## src/rtl/mips_pkg.sv

```systemverilog
// Shared MIPS control definitions: opcodes, R-type function codes,
// ALU-control encodings and the control bundle carried down the pipeline.
package mips_pkg;

  localparam logic [5:0] OP_RTYPE = 6'b000000;
  localparam logic [5:0] OP_LW    = 6'b100011;
  localparam logic [5:0] OP_SW    = 6'b101011;
  localparam logic [5:0] OP_BEQ   = 6'b000100;
  localparam logic [5:0] OP_BNE   = 6'b000101;
  localparam logic [5:0] OP_ADDI  = 6'b001000;
  localparam logic [5:0] OP_ANDI  = 6'b001100;
  localparam logic [5:0] OP_ORI   = 6'b001101;
  localparam logic [5:0] OP_SLTI  = 6'b001010;
  localparam logic [5:0] OP_J     = 6'b000010;

  localparam logic [5:0] FN_ADD = 6'b100000;
  localparam logic [5:0] FN_SUB = 6'b100010;
  localparam logic [5:0] FN_AND = 6'b100100;
  localparam logic [5:0] FN_OR  = 6'b100101;
  localparam logic [5:0] FN_SLT = 6'b101010;

  localparam logic [2:0] ALU_AND = 3'b000;
  localparam logic [2:0] ALU_OR  = 3'b001;
  localparam logic [2:0] ALU_ADD = 3'b010;
  localparam logic [2:0] ALU_SUB = 3'b110;
  localparam logic [2:0] ALU_SLT = 3'b111;

  typedef struct packed {
    logic       regwrite;
    logic       memtoreg;
    logic       memwrite;
    logic       alusrc;
    logic       regdst;
    logic       zeroimm;
    logic [2:0] alucontrol;
    logic       branch;
    logic       bne;
    logic       jump;
  } ctrl_t;

  localparam ctrl_t CTRL_NOP = '0;

  // Returns {valid, alu_op} for an R-type function field.
  function automatic logic [3:0] rtype_alu(input logic [5:0] funct);
    logic [3:0] res;
    case (funct)
      FN_ADD:  res = {1'b1, ALU_ADD};
      FN_SUB:  res = {1'b1, ALU_SUB};
      FN_AND:  res = {1'b1, ALU_AND};
      FN_OR:   res = {1'b1, ALU_OR};
      FN_SLT:  res = {1'b1, ALU_SLT};
      default: res = {1'b0, ALU_AND};
    endcase
    return res;
  endfunction

endpackage

```

## src/rtl/ctrl_decode.sv

```systemverilog
// Combinational D-stage decoder: op/funct to control bundle plus an
// illegal-instruction flag. Unrecognised encodings yield a NOP bundle.
module ctrl_decode
  import mips_pkg::*;
#(
  parameter int EXT_OPS = 1
) (
  input  logic [5:0] i_op,
  input  logic [5:0] i_funct,
  output ctrl_t      o_ctrl,
  output logic       o_illegal
);

  localparam bit EXT_EN = (EXT_OPS != 0);

  ctrl_t      w_raw;
  logic       w_illegal;
  logic [3:0] w_rtype;

  assign w_rtype = rtype_alu(i_funct);

  // Opcode decode into a raw bundle and illegal flag.
  always_comb begin
    w_raw     = CTRL_NOP;
    w_illegal = 1'b0;
    case (i_op)
      OP_LW: begin
        w_raw.regwrite   = 1'b1;
        w_raw.memtoreg   = 1'b1;
        w_raw.alusrc     = 1'b1;
        w_raw.alucontrol = ALU_ADD;
      end
      OP_SW: begin
        w_raw.memwrite   = 1'b1;
        w_raw.alusrc     = 1'b1;
        w_raw.alucontrol = ALU_ADD;
      end
      OP_BEQ: begin
        w_raw.branch     = 1'b1;
        w_raw.alucontrol = ALU_SUB;
      end
      OP_BNE: begin
        if (EXT_EN) begin
          w_raw.branch     = 1'b1;
          w_raw.bne        = 1'b1;
          w_raw.alucontrol = ALU_SUB;
        end else begin
          w_illegal = 1'b1;
        end
      end
      OP_ADDI, OP_ANDI, OP_ORI, OP_SLTI: begin
        if (EXT_EN) begin
          w_raw.regwrite = 1'b1;
          w_raw.alusrc   = 1'b1;
          w_raw.zeroimm  = (i_op == OP_ANDI) || (i_op == OP_ORI);
          case (i_op)
            OP_ANDI: w_raw.alucontrol = ALU_AND;
            OP_ORI:  w_raw.alucontrol = ALU_OR;
            OP_SLTI: w_raw.alucontrol = ALU_SLT;
            default: w_raw.alucontrol = ALU_ADD;
          endcase
        end else begin
          w_illegal = 1'b1;
        end
      end
      OP_RTYPE: begin
        if (w_rtype[3]) begin
          w_raw.regwrite   = 1'b1;
          w_raw.regdst     = 1'b1;
          w_raw.alucontrol = w_rtype[2:0];
        end else begin
          w_illegal = 1'b1;
        end
      end
      OP_J: begin
        w_raw.jump = 1'b1;
      end
      default: begin
        w_illegal = 1'b1;
      end
    endcase
  end

  assign o_ctrl    = w_illegal ? CTRL_NOP : w_raw;
  assign o_illegal = w_illegal;

endmodule

```

## src/rtl/pipe_controller.sv

```systemverilog
// Pipelined MIPS control unit: decodes in D and carries each instruction's
// control through the ID/EX, EX/MEM and MEM/WB control registers.
module pipe_controller
  import mips_pkg::*;
#(
  parameter int ALUCTRL_W = 3,
  parameter int EXT_OPS   = 1
) (
  input  logic                 clk,
  input  logic                 reset,
  input  logic [5:0]           op,
  input  logic [5:0]           funct,
  input  logic                 equal_d,
  input  logic                 flush_e,
  output logic                 pcsrc_d,
  output logic                 jump_d,
  output logic                 illegal_d,
  output logic                 regwrite_e,
  output logic                 memtoreg_e,
  output logic                 memwrite_e,
  output logic                 alusrc_e,
  output logic                 regdst_e,
  output logic                 zeroimm_e,
  output logic [ALUCTRL_W-1:0] alucontrol_e,
  output logic                 regwrite_m,
  output logic                 memtoreg_m,
  output logic                 memwrite_m,
  output logic                 regwrite_w,
  output logic                 memtoreg_w
);

  ctrl_t w_ctrl_d;
  logic  w_illegal_d;

  logic                 r_regwrite_e, r_memtoreg_e, r_memwrite_e;
  logic                 r_alusrc_e, r_regdst_e, r_zeroimm_e;
  logic [ALUCTRL_W-1:0] r_alucontrol_e;
  logic                 r_regwrite_m, r_memtoreg_m, r_memwrite_m;
  logic                 r_regwrite_w, r_memtoreg_w;

  ctrl_decode #(.EXT_OPS(EXT_OPS)) u_decode (
    .i_op      (op),
    .i_funct   (funct),
    .o_ctrl    (w_ctrl_d),
    .o_illegal (w_illegal_d)
  );

  // bne inverts the sense of the register compare.
  assign pcsrc_d   = w_ctrl_d.branch & (w_ctrl_d.bne ? ~equal_d : equal_d);
  assign jump_d    = w_ctrl_d.jump;
  assign illegal_d = w_illegal_d;

  // ID/EX control register; a flush inserts a bubble.
  always_ff @(posedge clk or posedge reset) begin
    if (reset) begin
      r_regwrite_e   <= 1'b0;
      r_memtoreg_e   <= 1'b0;
      r_memwrite_e   <= 1'b0;
      r_alusrc_e     <= 1'b0;
      r_regdst_e     <= 1'b0;
      r_zeroimm_e    <= 1'b0;
      r_alucontrol_e <= '0;
    end else if (flush_e) begin
      r_regwrite_e   <= 1'b0;
      r_memtoreg_e   <= 1'b0;
      r_memwrite_e   <= 1'b0;
      r_alusrc_e     <= 1'b0;
      r_regdst_e     <= 1'b0;
      r_zeroimm_e    <= 1'b0;
      r_alucontrol_e <= '0;
    end else begin
      r_regwrite_e   <= w_ctrl_d.regwrite;
      r_memtoreg_e   <= w_ctrl_d.memtoreg;
      r_memwrite_e   <= w_ctrl_d.memwrite;
      r_alusrc_e     <= w_ctrl_d.alusrc;
      r_regdst_e     <= w_ctrl_d.regdst;
      r_zeroimm_e    <= w_ctrl_d.zeroimm;
      r_alucontrol_e <= ALUCTRL_W'(w_ctrl_d.alucontrol);
    end
  end

  // EX/MEM and MEM/WB control registers always advance.
  always_ff @(posedge clk or posedge reset) begin
    if (reset) begin
      r_regwrite_m <= 1'b0;
      r_memtoreg_m <= 1'b0;
      r_memwrite_m <= 1'b0;
      r_regwrite_w <= 1'b0;
      r_memtoreg_w <= 1'b0;
    end else begin
      r_regwrite_m <= r_regwrite_e;
      r_memtoreg_m <= r_memtoreg_e;
      r_memwrite_m <= r_memwrite_e;
      r_regwrite_w <= r_regwrite_m;
      r_memtoreg_w <= r_memtoreg_m;
    end
  end

  assign regwrite_e   = r_regwrite_e;
  assign memtoreg_e   = r_memtoreg_e;
  assign memwrite_e   = r_memwrite_e;
  assign alusrc_e     = r_alusrc_e;
  assign regdst_e     = r_regdst_e;
  assign zeroimm_e    = r_zeroimm_e;
  assign alucontrol_e = r_alucontrol_e;
  assign regwrite_m   = r_regwrite_m;
  assign memtoreg_m   = r_memtoreg_m;
  assign memwrite_m   = r_memwrite_m;
  assign regwrite_w   = r_regwrite_w;
  assign memtoreg_w   = r_memtoreg_w;

endmodule

```

## config.mk

```make
export PLATFORM = sky130hd
export DESIGN_NAME = pipe_controller
export DESIGN_NICKNAME = d
export VERILOG_FILES = /design/src/rtl/mips_pkg.sv /design/src/rtl/ctrl_decode.sv /design/src/rtl/pipe_controller.sv
export SDC_FILE = /design/constraint.sdc
export NUM_CORES = 1
export LEC_CHECK = 0
export ABC_AREA = 0
export CORE_ASPECT_RATIO = 1.1
export CORE_MARGIN = 3
export CORE_UTILIZATION = 43
export DETAILED_ROUTE_END_ITERATION = 6
export HOLD_SLACK_MARGIN = 0.02
export MAX_ROUTING_LAYER = met4
export PLACE_DENSITY = 0.84
export RECOVER_POWER = 100
export SYNTH_ARGS = -nofsm -noshare
export SYNTH_HDL_FRONTEND = slang
export SYNTH_SLANG_ARGS = --single-unit
export TNS_END_PERCENT = 100
```

## constraint.sdc

```tcl
create_clock -name clk -period 2.7 [get_ports clk]
set_input_delay 0.54 -clock clk [delete_from_list [all_inputs] [get_ports clk]]
set_output_delay 0.54 -clock clk [all_outputs]
set_load 0.05 [all_outputs]
```

Word-level counts from Yosys, hierarchy flattened
Index checks and enable logic that the tools add are counted.

Eq/ne operators: 14. Mux-type cells: 25. Bitwise operators: 2. Reduce and logical (&&, ||, !) cells: 8.

Operators with widths (count): $eq A6 B6 Y1 const B (7); $eq A6 B4 Y1 const B (4); $pmux W4 S5 (1); $mux W1 (17); $eq A6 B3 Y1 const B (2); $mux W12 (1); $pmux W3 S4 (1); $pmux W3 S3 (1); $reduce_or A9 Y1 (1); $eq A6 B2 Y1 const B (1); $logic_not A6 Y1 (1); $mux W3 (2); $reduce_or A6 Y1 (1); $reduce_or A5 Y1 (1); $pmux W1 S2 (2); $reduce_or A2 Y1 (2); $reduce_or A4 Y1 (1); $and A1 B1 Y1 (1); $logic_or A1 B1 Y1 (1); $not A1 Y1 (1).

Bits in registers: 14. Input bits: 16. Output and inout port bits: 17. Logic and storage cells: 61.

Longest topological paths before layout
Gate-level depths: netlist of the first run.

Depth in word-level cells: 7. Gate-level depth with buffers: 5. Depth with buffers taken out: 4.

Modules after synthesis
A second synthesis of the first run with hierarchy kept.

Cells, all modules: 80. Area, all modules: 747.0 um^2.

Modules (own cells, without submodules): pipe_controller (instances 1, cells each 26, area an instance 425.4 um^2, sequential area each 350.3 um^2); ctrl_decode (instances 1, cells each 54, area an instance 321.6 um^2, sequential area each 0.0 um^2).

Least setup slack after synthesis of the first run
OpenSTA, ideal clock, no wires.

Path type: in2out. Start point: input port op[2]. End point: output port pcsrc_d. Arrival: 2.777 ns. Required time: 2.160 ns. Slack: -0.617 ns. Stages: 3. Buffers on the path: 1. Cells stage by stage: clkbuf_1 > or3b_2 > nor4_1.

Longest elaborated chain between the ends: 6. Elaborated cells between the ends (all ways): 18.

RTL lines: start, declared (line pipe_controller.sv:11) `input logic [5:0] op,`; $eq A6 B6 Y1 (tied with other cells) (line ctrl_decode.sv:26) `case (i_op)`; $reduce_or A9 Y1 (no source line); $pmux W1 S2 (line ctrl_decode.sv:26); $mux W12 (*) (line ctrl_decode.sv:84) `assign o_ctrl = w_illegal ? CTRL_NOP : w_raw;`; $mux W1 (line pipe_controller.sv:49) `assign pcsrc_d = w_ctrl_d.branch & (w_ctrl_d.bne ? ~equal_d : equal_d);`; $and A1 B1 Y1 (*) (line pipe_controller.sv:49); end, declared (line pipe_controller.sv:15) `output logic pcsrc_d,`.

Mark *: on every way between the ends. The rest lies on a longest branch, timed or not.

Final worst setup path of the first run
Start point: input port op[0]. End point: output port illegal_d.

Longest elaborated chain between the ends: 3. Elaborated cells between the ends (all ways): 12.

RTL lines: $eq A6 B6 Y1 (tied with other cells) (line ctrl_decode.sv:26); $reduce_or A9 Y1 (no source line); $pmux W1 S2 (*) (line ctrl_decode.sv:26); end, declared (line pipe_controller.sv:17) `output logic illegal_d,`.

Marks and branches as above.

==> results of run 1 <==
-- kinds of logic after synthesis --
| kind of cell | count (synthesis) |
|---|---|
| compound gates | 14 |
| flops | 14 |
| simple gates | 35 |
| xor+xnor | 1 |
| buf+inv | 5 |
| mux | 1 |
-- stage by stage --
step	instances	area [µm²]	hold WS (ns)	setup TNS, ns
floorplan	70	746	0.429	0
global placement	126	1180	0.360	0
detailed placement	126	1180	0.361	0
CTS	130	1220	0.379	0
global route	130	1240	0.384	-0.00496
finish	130	1240	0.375	0
-- state kept, by name, indices dropped and copies added, names as in the netlist --
signal and cells:
memwrite_e 1, regdst_e 1, memwrite_m 1, regwrite_e 1, alucontrol_e 3, zeroimm_e 1
memtoreg_m 1, regwrite_w 1, regwrite_m 1, memtoreg_e 1, memtoreg_w 1, alusrc_e 1
-- worst max-delay path: stages --
cell,delay (ns)
clkdlybuf4s50_1,0.47
or3b_2,0.50
a21oi_2,0.18
o2bb2ai_2,0.10
a2bb2oi_2,0.18
buf_12,0.15
-- cells in the final DEF, fill, tap and decap left out, types with 2 or more instances in the layout --
cell type	count
buf_12	3
clkdlybuf4s50_1	14
dfrtp_1	14
clkbuf_4	3
dlymetal6s2s_1	3
dlygate4sd3_1	12
or2_2	2
nand2b_1	3
or3b_2	2
buf_4	10
inv_1	2
nor2_1	7
nor4_1	2
a31oi_1	2
a21oi_1	3
nand3_1	2
nand2_1	4
-- how the worst min path moves through the flow --
stage	slack [ns]	end	from
after floorplan	0.43	alucontrol_e[0]$_DFF_PP0_	reset
after detailed placement	0.36	memtoreg_w$_DFF_PP0_	memtoreg_m$_DFF_PP0_
final	0.38	memtoreg_m$_DFF_PP0_	memtoreg_e$_DFF_PP0_
after global routing	0.38	memtoreg_m$_DFF_PP0_	memtoreg_e$_DFF_PP0_
after global placement	0.36	memwrite_m$_DFF_PP0_	memwrite_e$_DFF_PP0_
after CTS	0.38	memtoreg_w$_DFF_PP0_	memtoreg_m$_DFF_PP0_
-- final cells by class --
cell class / instances / area share (%)
clock buffers: 4 / 2.93
repair buffers: 43 / 35.3
well taps: 16 / 1.62
flip-flops and latches: 14 / 28.3
inverters: 2 / 0.606
multi-input cells: 51 / 31.3
-- metal layers --
metal / GRT usage (%) / vias to the layer above / routed length (µm)
met5: - / - / 0
met4: 4.39 / 0 / 23
met3: 2.21 / 4 / 138
met2: 35.4 / 28 / 1010
met1: 20.5 / 343 / 711
li1: - / 349 / -
-- power groups by stage --
stage	logic, mW	clock network (mW)	registers, mW
global route	0.119	0.156	0.213
CTS	0.111	0.149	0.213
detailed placement	0.111	0	0.217
finish	0.112	0.143	0.212
floorplan	0.0445	0	0.225
global placement	0.108	0	0.217
==> reports/summary.txt, run 1 <==
Number of synthesized flops with an enable pin - 0
Worst setup startpoint - op[0]
Seq/Total Area, Yosys - 48.4%
Dpl ws - 0.0153 ns
Setup bufs post-CTS - 0
Synthesized cell area - 724 µm²
Final hold violation count - 0
RD Place Congestion - 0.870
Tmin final - 2.65 ns
Critical Path End Type - output port
WL final - 1880 µm
Worst-path clk slew - 0.08 ns
Remaining global-route overflow - 0
Mapped Cells - 70
Top-count cell post-synth - dfrtp_1
CTS tree - yes
Fin worst setup slack - 0.0469 ns
Total power - 0.467 mW
# port buffers - 32
MaxCap Viol Count - 0
CTS Hold Bufs - 0
Worst Reg2Reg Path Length in Cells - 0
Final Core Density - 84.2%
Synth-to-layout area growth - 71.0%
Fill cells - 95
Wire per inst - 14.5 µm
CTS Buffer Depth - 2
Final antenna-violating net count - 0
Cts bufs inserted - 3
Combinational power share - 23.9%
Post-synth top area share - 48.4%
Syn Area/Cell - 10.3 µm²
Crit path required time - 2.16 ns
Die width - 45.1 µm
Reg2reg end - regwrite_w$_DFF_PP0_
Area of the multi-input gates - 388 µm²
Sw Share - 25.6%
Hold depth - 0
HPWL after DPL - 1570 µm
Initial Utilization - 49.2%
Yosys reg bits - 14
Row cnt - 14
Via/cell ratio - 5.57
1st-pass router iterations - 4
Core Box Area - 0.00147 mm²
DR vias - 724
Setup violations, final - 0
Post-cts resize count - 0
PwrDens - 377 mW/mm²
Max Clk Rate - 377 MHz
CP max FO - 4
# IOs - 33
Kind of critical path - in2out
Worst slew pin tran - 0.514 ns
Ys Warns - 0
Worst Setup EP - illegal_d
Synth Flop Type - dfrtp_1
Adder-cell share of the synthesized area - 0%
GRT Util Overall - 19.0%
Antenna violations before repair - 0
H-Tree Depth - 1
Crit start category - input port
Antenna diodes - 0
Slew Limit Fails - 0
# nets final - 131
Initial DRC count - 14
FF-to-FF setup slack - 2.20 ns
Post-synthesis xor/xnor area fraction - 1.21%
Clk network pwr share - 30.6%
Post-synthesis mux area share - 1.55%
Vias in the first global route - 732
Reg power frac - 45.5%
Synth async-reset ratio - 100%
Worst reg2reg startpoint - regwrite_m$_DFF_PP0_
Syn nets - 86
Compound-Gate Fraction of Synth Area - 16.2%
Die area - 0.00221 mm²
# clock sinks - 14
Max-slew headroom at the worst pin - 65.6%
Cell taking the most area after synthesis - dfrtp_1
Period utilization - 98.3%
Layout cell share with drive strength beyond 1 - 27.2%
Largest family of logic cells by synthesized area - simple AND/OR/NAND/NOR gates
Worst skew pair latency - 0.27 ns
Clock skew - 0.00147 ns
FF/Latch Area - 350 µm²
Top cells by count, synth - dfrtp_1, nor2_1, a21oi_1, nand2_1
Top cells by area, synth - dfrtp_1, nor2_1, a2111oi_4
Unique cell type count in the Yosys netlist - 34
Die Height - 49.1 µm
CP arrival - 2.11 ns
CTS root buf - clkbuf_4
Simple-gate share of the synthesized area - 29.5%
Pin count of the biggest net entering global routing - 15
Maximum VDD drop - 0.000205 V
Switch Pwr - 0.119 mW
P_leak - 0.563 nW
HP Class - reg2reg
First-pass GRT wire length - 3130 µm
Internal - 0.348 mW
Status - complete, no violations
DRC Markers - 0
Power figures use the tool's default switching activity.
==> inputs of run 2 (changes only) <==
--- a/config.mk
+++ b/config.mk
@@ -6,13 +6,14 @@
 export NUM_CORES = 1
 export LEC_CHECK = 0
 export ABC_AREA = 0
+export CAP_MARGIN = 30
 export CORE_ASPECT_RATIO = 1.1
 export CORE_MARGIN = 3
 export CORE_UTILIZATION = 43
 export DETAILED_ROUTE_END_ITERATION = 6
 export HOLD_SLACK_MARGIN = 0.02
 export MAX_ROUTING_LAYER = met4
-export PLACE_DENSITY = 0.84
+export PLACE_DENSITY_LB_ADDON = 0.1
 export RECOVER_POWER = 100
 export SYNTH_ARGS = -nofsm -noshare
 export SYNTH_HDL_FRONTEND = slang
==> run 2 against run 1 <==
Net effect:
- sequential power hardly changed
- clock skew is 0.0018 ns higher
- combinational power decreased by 7%
- sequential cell count unchanged
- total power fell by 1.3%
- clock power barely moved
- worst hold slack gained 0.0011 ns
- via count is 2.6% higher
- critical path type unchanged
==> reports/summary.txt, run 2 (synthesis gave the netlist of run 1 again) <==
Initial DRC count - 19
Commonest non-fill, non-tap cell in the layout - dlygate4sd3_1
Unrepaired setup endpoints after global routing - false
DRC Markers - 0
Maximum VDD drop - 0.000217 V
Setup TNS - 0 ns
Via/cell ratio - 5.76
Period utilization - 98.5%
Critical Path End Type - output port
GRT Util Overall - 19.7%
Sw Share - 25.2%
# clock sinks - 14
Wire per inst - 15.2 µm
Switch Pwr - 0.116 mW
WL final - 1960 µm
First-pass GRT wire length - 3140 µm
Reg power frac - 46.1%
Vias in the first global route - 737
Setup violations, final - 0
Status - complete, no violations
Max-slew headroom at the worst pin - 65.4%
Clk network pwr share - 31.3%
Crit start category - input port
Worst hold margin - 0.376 ns
Initial Utilization - 49.2%
Post-cts resize count - 0
Crit path required time - 2.16 ns
CP arrival - 2.12 ns
Layout cell share with drive strength beyond 1 - 23.0%
CP max FO - 3
CTS Buffer Depth - 2
Final hold violation count - 0
Die Height - 49.1 µm
1st-pass router iterations - 4
Worst hold endpoint - regwrite_m$_DFF_PP0_
Worst skew pair latency - 0.27 ns
RD Place Congestion - 0.900
Worst slew pin tran - 0.518 ns
Row cnt - 14
Antenna diodes - 0
PwrDens - 388 mW/mm²
Combinational power share - 22.6%
Hold depth - 0
Slowest CP cell - or3b_2
FF/Latch Area - 350 µm²
# nets final - 130
# IOs - 33
DR vias - 743
CTS tree - yes
Kind of critical path - in2out
Worst reg2reg startpoint - memwrite_e$_DFF_PP0_
Die width - 45.1 µm
Slew Limit Fails - 0
Pin count of the biggest net entering global routing - 15
P_leak - 0.542 nW
H-Tree Depth - 1
CTS root buf - clkbuf_4
Setup bufs post-CTS - 0
Cts bufs inserted - 3
Min-delay src - regwrite_e$_DFF_PP0_
Internal - 0.345 mW
Area of the multi-input gates - 352 µm²
Critical path cell sequence - clkdlybuf4s50_1 > or3b_2 > nor4_2 > buf_12
Fill cells - 98
Tmin final - 2.66 ns
CP peak stage delay - 0.54 ns
Reg2reg end - memwrite_m$_DFF_PP0_
Die area - 0.00221 mm²
FF-to-FF setup slack - 2.19 ns
CTS Hold Bufs - 0
HP Class - reg2reg
Antenna violations before repair - 0
Final antenna-violating net count - 0
Max reg flops - 3
# port buffers - 32
Worst Reg2Reg Path Length in Cells - 0
MaxCap Viol Count - 0
Synth-to-layout area growth - 63.7%
Remaining global-route overflow - 0
Commonest non-fill, non-tap cells in the layout - dlygate4sd3_1, dfrtp_1, clkdlybuf4s50_1, buf_4, nor2_1
Worst-path clk slew - 0.08 ns
Max Clk Rate - 376 MHz
Core Box Area - 0.00147 mm²
Clock skew - 0.00324 ns
HPWL after DPL - 1650 µm
-- run 2: cell types whose count changed in the layout (fill, tap and decap cells not counted), sizes merged --
cell | before | now
dlygate4sd3 | 12 | 15
buf | 13 | 11
dlymetal6s2s | 3 | 1
clkbuf | 5 | 6
clkdlybuf4s50 | 14 | 13
-- run 2: worst max-delay path, delay by kind of cell --
kind | cells | cell delay (ns)
simple gates | 2 | 0.92
buf+inv | 2 | 0.65
-- run 2: how the worst max path moves through the flow --
stage	end	from	cells after the start
6_report	pcsrc_d	op[1]	4
5_1_grt	illegal_d	funct[2]	6
4_1_cts	illegal_d	op[0]	6
3_5_place_dp	illegal_d	op[0]	6
3_3_place_gp	illegal_d	op[0]	6
2_1_floorplan	pcsrc_d	op[2]	3
-- run 2: layout make-up --
| cell class | count | share of cell area (%) |
|---|---|---|
| clock buffers | 4 | 3.06 |
| inverters | 2 | 0.633 |
| multi-input cells | 51 | 29.6 |
| flip-flops and latches | 14 | 29.5 |
| well taps | 16 | 1.69 |
| repair buffers | 42 | 35.4 |
-- run 2: per-layer routing --
layer | vias up | part of all wire (%) | GRT usage, %
met1 | 350 | 35 | 20.0
met5 | - | 0 | -
li1 | 345 | - | -
met4 | 0 | 3.6 | 11.7
met3 | 7 | 7.9 | 2.95
met2 | 41 | 53 | 34.0
-- run 2: power by group through the flow --
stage / clock network [mW] / logic [mW] / registers (mW)
6_report: 0.144 / 0.104 / 0.212
3_3_place_gp: 0 / 0.107 / 0.217
3_5_place_dp: 0 / 0.110 / 0.217
5_1_grt: 0.158 / 0.111 / 0.213
4_1_cts: 0.148 / 0.110 / 0.213
2_1_floorplan: 0 / 0.0445 / 0.225
-- run 2: stage by stage --
stage                     cell area, µm²  total power [mW]  worst slack [ns]  util (%)  cells
after floorplan                      746             0.270             0.250         -     70
after global placement              1180             0.324            0.0652      79.9    125
after detailed placement            1180             0.326           0.00676      79.9    125
after CTS                           1210             0.471           0.00448      82.4    129
after global routing                1190             0.482            0.0112      80.6    129
final                               1190             0.461            0.0413      80.6    129
==> inputs of run 3 (changes only) <==
--- a/config.mk
+++ b/config.mk
@@ -9,7 +9,7 @@
 export CAP_MARGIN = 30
 export CORE_ASPECT_RATIO = 1.1
 export CORE_MARGIN = 3
-export CORE_UTILIZATION = 43
+export CORE_UTILIZATION = 25
 export DETAILED_ROUTE_END_ITERATION = 6
 export HOLD_SLACK_MARGIN = 0.02
 export MAX_ROUTING_LAYER = met4
==> run 3 against run 2 <==
Net effect:
- fmax is 2.3% higher
- clock power is 3% lower
- total power is 0.85% lower
- via count is 7.1% lower
- wire length is 9.7% lower
- setup slack better by 0.060 ns
- critical endpoint is now illegal_d
- largest power group unchanged
==> reports/summary.txt, run 3 (synthesis gave the netlist of run 1 again) <==
Status - complete, no violations
Maximum VDD drop - 0.000321 V
Setup bufs post-CTS - 0
Kind of critical path - in2out
Worst slew pin tran - 0.503 ns
Area of the multi-input gates - 358 µm²
FF-to-FF setup slack - 2.21 ns
Clock skew - 0.000373 ns
Worst Setup EP - illegal_d
Layout cell share with drive strength beyond 1 - 24.6%
PwrDens - 372 mW/mm²
RD Place Congestion - 0.854
CTS Buffer Depth - 2
First-pass GRT wire length - 3150 µm
Placed Area - 0.00120 mm²
Critical Path End Type - output port
Via/cell ratio - 4.76
Unrepaired setup endpoints after global routing - false
Commonest non-fill, non-tap cells in the layout - dlygate4sd3_1, dfrtp_1, buf_4, clkdlybuf4s50_1, nor2_1
Crit path required time - 2.16 ns
Setup violations, final - 0
CP top delay family - buffers and inverters
# IOs - 33
Max-slew headroom at the worst pin - 66.3%
Fill cells - 273
Worst reg2reg startpoint - regwrite_e$_DFF_PP0_
H-Tree Depth - 1
Initial DRC count - 21
# clock sinks - 14
# port buffers - 32
DRC Markers - 0
Worst Reg2Reg Path Length in Cells - 0
Die Height - 62.5 µm
Crit start category - input port
CP peak stage delay - 0.48 ns
Die area - 0.00358 mm²
CTS root buf - clkbuf_4
Tmin final - 2.60 ns
Worst setup startpoint - funct[1]
Setup TNS - 0 ns
Wire per inst - 12.2 µm
Remaining global-route overflow - 0
Reg2reg end - regwrite_m$_DFF_PP0_
Antenna diodes - 0
MaxCap Viol Count - 0
CP arrival - 2.06 ns
P_leak - 0.585 nW
Critical path cell sequence - clkdlybuf4s50_1 > mux2_2 > a211o_1 > o2bb2ai_2 > a2bb2oi_2 > buf_12
Antenna violations before repair - 0
HPWL after DPL - 1480 µm
Initial Utilization - 27.5%
DR vias - 690
Worst hold margin - 0.372 ns
CP max FO - 5
Die width - 57.3 µm
Cts bufs inserted - 3
1st-pass router iterations - 3
# nets final - 131
CTS tree - yes
Max Clk Rate - 385 MHz
Final hold violation count - 0
Commonest non-fill, non-tap cell in the layout - dlygate4sd3_1
Core Box Area - 0.00264 mm²
CP bufs+invs - 2
WL final - 1770 µm
Synth-to-layout area growth - 69.6%
FF/Latch Area - 350 µm²
Vias in the first global route - 736
Worst skew pair latency - 0.26 ns
Max reg flops - 3
Row cnt - 19
Slew Limit Fails - 0
Final antenna-violating net count - 0
Worst-path clk slew - 0.08 ns
Period utilization - 96.2%
GRT Util Overall - 10.9%
Hold depth - 0
HP Class - reg2reg
Final Core Density - 46.6%
Design area - 0.00123 mm²
Slowest CP cell - clkdlybuf4s50_1
Total power - 0.457 mW
Stages on the worst setup path - 6
Pin count of the biggest net entering global routing - 15
## run 3: area by class of cell
type | count | share of cell area [%]
inverters | 2 | 0.611
flip-flops and latches | 14 | 28.5
well taps | 31 | 3.16
clock buffers | 4 | 2.95
repair buffers | 43 | 35.6
multi-input cells | 51 | 29.1
## run 3: metal layers
metal | GRT usage, % | part of all wire (%)
met5 | - | 0
met2 | 18.1 | 50
met4 | 3.48 | 0.45
met3 | 1.24 | 3.8
met1 | 13.7 | 46
## run 3: power by group
| part | internal, mW | leakage (nW) | switching, mW |
|---|---|---|---|
| Clock | 0.0818 | 0.0210 | 0.0583 |
| Combinational | 0.0515 | 0.369 | 0.0528 |
| Sequential | 0.212 | 0.195 | 0.000719 |
## run 3: per-stage QoR
stage	instances	setup WS [ns]
2_1_floorplan	70	0.250
3_3_place_gp	141	0.0478
3_5_place_dp	141	0.0138
4_1_cts	145	0.0143
5_1_grt	145	0.0196
6_report	145	0.101
## run 3: worst min-delay path by stage
| stage | startpoint | end | slack, ns |
|---|---|---|---|
| after detailed placement | regwrite_m$_DFF_PP0_ | regwrite_w$_DFF_PP0_ | 0.36 |
| final | regwrite_m$_DFF_PP0_ | regwrite_w$_DFF_PP0_ | 0.37 |
| after global routing | regwrite_m$_DFF_PP0_ | regwrite_w$_DFF_PP0_ | 0.39 |
| after global placement | memwrite_e$_DFF_PP0_ | memwrite_m$_DFF_PP0_ | 0.36 |
| after CTS | regwrite_m$_DFF_PP0_ | regwrite_w$_DFF_PP0_ | 0.38 |
| after floorplan | reset | alucontrol_e[0]$_DFF_PP0_ | 0.43 |
## run 3: repair_timing
item | 4_1_cts | 5_1_grt
hold buffers | 0 | 0
setup endpoints to repair | 0 | 1
gates resized for setup | 0 | 8
